File: src/rtl/alu_arbiter.sv
// Two-port arbiter in front of a single registered ALU: grants one request per cycle,
// decodes ALUOp/funct into ALU control and routes each result back via a tag pipeline.
module alu_arbiter #(
  parameter int unsigned DATA_W     = 32,
  parameter int unsigned FIXED_PRIO = 0
) (
  input  logic              clk,
  input  logic              rst,
  input  logic              hold,
  input  logic              req0_valid,
  output logic              req0_ready,
  input  logic [1:0]        req0_aluop,
  input  logic [5:0]        req0_funct,
  input  logic [DATA_W-1:0] req0_a,
  input  logic [DATA_W-1:0] req0_b,
  input  logic              req1_valid,
  output logic              req1_ready,
  input  logic [1:0]        req1_aluop,
  input  logic [5:0]        req1_funct,
  input  logic [DATA_W-1:0] req1_a,
  input  logic [DATA_W-1:0] req1_b,
  output logic [3:0]        alu_control,
  output logic [DATA_W-1:0] alu_a,
  output logic [DATA_W-1:0] alu_b,
  input  logic [DATA_W-1:0] alu_result,
  input  logic              alu_zero,
  output logic              rsp0_valid,
  output logic [DATA_W-1:0] rsp0_data,
  output logic              rsp0_zero,
  output logic              rsp0_illegal,
  output logic              rsp1_valid,
  output logic [DATA_W-1:0] rsp1_data,
  output logic              rsp1_zero,
  output logic              rsp1_illegal
);

  localparam logic [3:0] CTRL_AND = 4'b0000;
  localparam logic [3:0] CTRL_OR  = 4'b0001;
  localparam logic [3:0] CTRL_ADD = 4'b0010;
  localparam logic [3:0] CTRL_SUB = 4'b0110;
  localparam logic [3:0] CTRL_SLT = 4'b0111;

  typedef struct packed {
    logic valid;
    logic port;
    logic illegal;
  } tag_t;

  logic              ptr;
  tag_t              stage1;
  tag_t              stage2;
  logic              grant0;
  logic              grant1;
  logic              grant;
  logic              sel;
  logic [1:0]        sel_aluop;
  logic [5:0]        sel_funct;
  logic [DATA_W-1:0] sel_a;
  logic [DATA_W-1:0] sel_b;
  logic [3:0]        dec_control;
  logic              dec_illegal;
  logic              dec_swap;

  // Grant selection: lone requester wins, otherwise pointer or fixed priority.
  always_comb begin
    grant0 = 1'b0;
    grant1 = 1'b0;
    if (!rst && !hold) begin
      if (req0_valid && req1_valid) begin
        if (FIXED_PRIO != 0 || !ptr) grant0 = 1'b1;
        else                         grant1 = 1'b1;
      end else begin
        grant0 = req0_valid;
        grant1 = req1_valid;
      end
    end
  end

  assign req0_ready = grant0;
  assign req1_ready = grant1;
  assign grant      = grant0 | grant1;
  assign sel        = grant1;
  assign sel_aluop  = sel ? req1_aluop : req0_aluop;
  assign sel_funct  = sel ? req1_funct : req0_funct;
  assign sel_a      = sel ? req1_a : req0_a;
  assign sel_b      = sel ? req1_b : req0_b;

  // ALUOp/funct decode; slt swaps operands because the ALU compares input2 < input1.
  always_comb begin
    dec_control = CTRL_ADD;
    dec_illegal = 1'b0;
    dec_swap    = 1'b0;
    case (sel_aluop)
      2'b00: dec_control = CTRL_ADD;
      2'b01: dec_control = CTRL_SUB;
      2'b10: begin
        case (sel_funct)
          6'b100000: dec_control = CTRL_ADD;
          6'b100010: dec_control = CTRL_SUB;
          6'b100100: dec_control = CTRL_AND;
          6'b100101: dec_control = CTRL_OR;
          6'b101010: begin
            dec_control = CTRL_SLT;
            dec_swap    = 1'b1;
          end
          default:   dec_illegal = 1'b1;
        endcase
      end
      default: dec_illegal = 1'b1;
    endcase
    if (dec_illegal) dec_control = CTRL_ADD;
  end

  always_ff @(posedge clk) begin
    if (rst) begin
      ptr          <= 1'b0;
      stage1       <= '0;
      stage2       <= '0;
      alu_control  <= '0;
      alu_a        <= '0;
      alu_b        <= '0;
      rsp0_valid   <= 1'b0;
      rsp0_data    <= '0;
      rsp0_zero    <= 1'b0;
      rsp0_illegal <= 1'b0;
      rsp1_valid   <= 1'b0;
      rsp1_data    <= '0;
      rsp1_zero    <= 1'b0;
      rsp1_illegal <= 1'b0;
    end else begin
      if (grant) begin
        ptr         <= ~sel;
        alu_control <= dec_control;
        if (dec_illegal) begin
          alu_a <= '0;
          alu_b <= '0;
        end else if (dec_swap) begin
          alu_a <= sel_b;
          alu_b <= sel_a;
        end else begin
          alu_a <= sel_a;
          alu_b <= sel_b;
        end
      end

      // Tag pipeline tracks the op in the ALU (stage1) and the op on alu_result (stage2).
      stage1.valid   <= grant;
      stage1.port    <= sel;
      stage1.illegal <= grant & dec_illegal;
      stage2         <= stage1;

      rsp0_valid <= stage2.valid & ~stage2.port;
      rsp1_valid <= stage2.valid & stage2.port;
      if (stage2.valid && !stage2.port) begin
        rsp0_data    <= stage2.illegal ? '0 : alu_result;
        rsp0_zero    <= alu_zero & ~stage2.illegal;
        rsp0_illegal <= stage2.illegal;
      end
      if (stage2.valid && stage2.port) begin
        rsp1_data    <= stage2.illegal ? '0 : alu_result;
        rsp1_zero    <= alu_zero & ~stage2.illegal;
        rsp1_illegal <= stage2.illegal;
      end
    end
  end

endmodule

File: config.mk
export PLATFORM = sky130hd
export DESIGN_NAME = alu_arbiter
export DESIGN_NICKNAME = d
export VERILOG_FILES = /design/src/rtl/alu_arbiter.sv
export SDC_FILE = /design/constraint.sdc
export NUM_CORES = 1
export LEC_CHECK = 0
export CELL_PAD_IN_SITES_DETAIL_PLACEMENT = 0
export CELL_PAD_IN_SITES_GLOBAL_PLACEMENT = 1
export CORE_AREA = 2 2 136 171
export CTS_CLUSTER_SIZE = 30
export DETAILED_ROUTE_END_ITERATION = 8
export DIE_AREA = 0 0 138 173
export PLACE_DENSITY = 0.81
export REMOVE_ABC_BUFFERS = 1
export SLEW_MARGIN = 40
export SYNTH_ARGS = -nofsm -noshare
export SYNTH_HDL_FRONTEND = slang
export SYNTH_SLANG_ARGS = --single-unit
File: constraint.sdc
create_clock -name clk -period 9.14 [get_ports clk]
set_input_delay 1.371 -clock clk [delete_from_list [all_inputs] [get_ports clk]]
set_output_delay 1.371 -clock clk [all_outputs]
set_load 0.01 [all_outputs]
==> metrics.txt <==
run status completed; grt ovf 0; WL final 22,800 µm; I/O Pins 322; switch share 0.251; DRT antenna net count 0; Final Cycle Share 0.497; Die Ht 173 µm; Sink Count 144; maximum clock frequency 220 MHz; clk buf depth 2; initial antenna violation count 0; Pins Over Slew Limit 0; Post-route DRC 0; number of enable flip-flop cells after synthesis 0; Core ar. 22,100 µm²; Setup TNS Final 0 ns; YS warnings 0; Die W 138 µm; drt first pass iters 4; Global Route Usage Sum 0.187; Initial DRC Count 205; TritonCTS clock tree built; Setup-failing EPs final 0; htree depth 4; Top FF cell, synth dfxtp_1; vias in the first global route 6,544; CP peak stage delay 0.59 ns; crit end category output port; die area 23,900 µm²; Arrival @ worst endpoint 3.17 ns; worst r2r path cells 11; Post-CTS Setup Bufs 0; Synth Register Bits 144; HPWL Detailed 16,400 µm; register area share after synthesis 0.438; CP max-delay cell clkdlybuf4s50_1; share of layout cells above drive strength 1 0.0519; # rows 61; post_cts resized 0; fill count 2,193; Clk Latency, worst-skew pair 0.42 ns; P&R area growth vs syn 59.6%; diodes inserted 0; top post-synthesis cells by area dfxtp_1 44%, nand2_1 15%, a32o_1 10%; worst path cell trace buf_2 -> buf_6 -> nor2_2 -> nand3_2 -> clkinv_2 -> clkdlybuf4s50_1; Final Hold Violating Endpoints 0; Root Buffer clkbuf_16; RR Endpoint alu_b[16]; Hold Crit Class reg2reg; post-synthesis area per instance 8.46 µm²; Syn Std Cell Area 6580 µm²; post-synthesis cell count 777; min cycle time layout 4.54 ns; worst path required time 7.77 ns; first-pass GRT wire length 35,800 µm; Placed Instances 1,330; ys async rst share 0; critical path peak fanout 78; worst rel slew slack 0.492; Clock Skew 0.00912 ns; Clk network pwr share 0.441; RR Startpoint ptr; Max Cap Viol 0; CTS Buf Count 17; power density over the cells 153 nW/µm²; Reg2Reg Setup Slack 6.15 ns; nets@finish 1,250; Via-to-Cell Ratio 4.88; Vias 6,645; final estimated routing congestion in global placement 0.796; Flop pwr share 0.410; P_int 1.20 mW; Crit Path Category in2out; Setup crit start kind input pin; CTS Hold Bufs 0; RSZ-0062 raised after global routing false; wire per inst 16.7 µm; port bufs 320; Slew @ Worst Pin 0.762 ns; worst hold slack 0.428 ns; Worst setup endpoint req1_ready; Initial Util 0.297; Yosys top cell by area dfxtp_1; post-synth cell types 42; final std cells w/o fill 1,362; Static Leakage 3.71 nW; Max rail drop VDD 0.125 mV; largest net degree at the start of global routing 79; Comb power frac 0.148; Net Switching 0.403 mW; crit path from rst; Clk pin slew, worst setup/hold paths 0.07 ns; share of Yosys cell area claimed by the top area cell type 0.438
synth_stat cells, types with 2 or more instances:
cell,number
nand2b_1,5
nand4_1,2
a32o_1,66
and3_1,2
buf_2,5
nor2_1,10
buf_4,2
buf_1,2
nor3b_1,2
inv_1,4
nor2b_1,41
clkbuf_1,40
a21oi_1,71
mux2i_1,66
nand2_1,271
dfxtp_1,144
buf_6,13
ha_1,2
nand3_1,5
nor4bb_1,2
registers in the layout, indices dropped and copies added (netlist names):
signal        flops
alu_a            32
alu_b            32
rsp0_data        32
rsp1_data        32
alu_control       3
stage1            3
stage2            3
ptr               1
rsp0_illegal      1
rsp0_valid        1
rsp0_zero         1
rsp1_illegal      1
rsp1_valid        1
rsp1_zero         1
metal layers:
| layer | track usage | wire length [µm] | vias up |
|---|---|---|---|
| met5 | 0 | 0 | - |
| met4 | 0.0536 | 282 | 0 |
| met3 | 0.0609 | 1860 | 22 |
| met2 | 0.323 | 11200 | 275 |
| met1 | 0.221 | 9360 | 3092 |
| li1 | - | - | 3256 |
stage by stage:
step | util | cell area [µm²] | setup WS, ns | total power, mW
after floorplan | - | 6230 | 4.12 | 0.759
after global placement | 0.446 | 9880 | 4.41 | 0.910
after detailed placement | 0.447 | 9900 | 4.36 | 0.911
after CTS | 0.474 | 10500 | 4.40 | 1.63
after global routing | 0.474 | 10500 | 4.47 | 1.67
final | 0.474 | 10500 | 4.60 | 1.60
kinds of logic (layout without fill, tap and decap cells):
kind of cell | after synthesis | count (layout) | synth area share
and+or+nand+nor | 348 | 348 | 0.229
AOI/OAI and AO/OA | 148 | 148 | 0.170
DFF | 144 | 144 | 0.438
muxes | 67 | 67 | 0.103
buffers and inverters | 67 | 369 | 0.0552
adders and majority gates | 2 | 2 | 0.00380
other | 1 | 1 | 0.000570
power groups by stage:
stage               clock network [mW]  registers, mW  logic (mW)
floorplan                            0          0.681      0.0774
global placement                     0          0.672       0.239
detailed placement                   0          0.673       0.239
CTS                              0.727          0.659       0.240
global route                     0.755          0.661       0.257
finish                           0.708          0.658       0.237
cell usage in the layout (no fill, tap or decap), drive strengths merged, types with 3 or more instances in the layout:
cell type,n
clkdlybuf4s50,319
nand2,271
dfxtp,144
a21oi,71
mux2i,66
a32o,66
nor2b,41
clkbuf,19
buf,13
nor2,11
inv,8
nand3,6
nand2b,5
clkinv,5
clkinvlp,3
o21ai,3
how the worst min path moves through the flow:
stage | start | to | slack (ns) | cells after the start
6_report | stage1[2] | stage2[2] | 0.43 | 1
5_1_grt | stage1[1] | stage2[1] | 0.45 | 1
4_1_cts | stage1[2] | stage2[2] | 0.43 | 1
3_5_place_dp | stage1[2] | stage2[2] | 0.42 | 1
3_3_place_gp | stage1[1] | stage2[1] | 0.42 | 1
2_1_floorplan | stage1[0] | stage2[0] | 0.41 | 1
worst max-delay path: cells and delay by family:
family | cells | cell delay, ns
AND/OR/NAND/NOR | 2 | 0.31
buffers and inverters | 4 | 1.45
area by class of cell:
class / instances / area, µm² / area share
Tap cell: 283 / 354 / 0.0337
Sequential cell: 144 / 2880 / 0.275
Inverter: 5 / 20.0 / 0.00191
Multi-Input combinational cell: 566 / 3340 / 0.318
Timing Repair Buffer: 332 / 3300 / 0.315
Clock inverter: 13 / 153 / 0.0145
Clock buffer: 19 / 443 / 0.0422
Note: power is estimated with default switching activity, not from simulation.
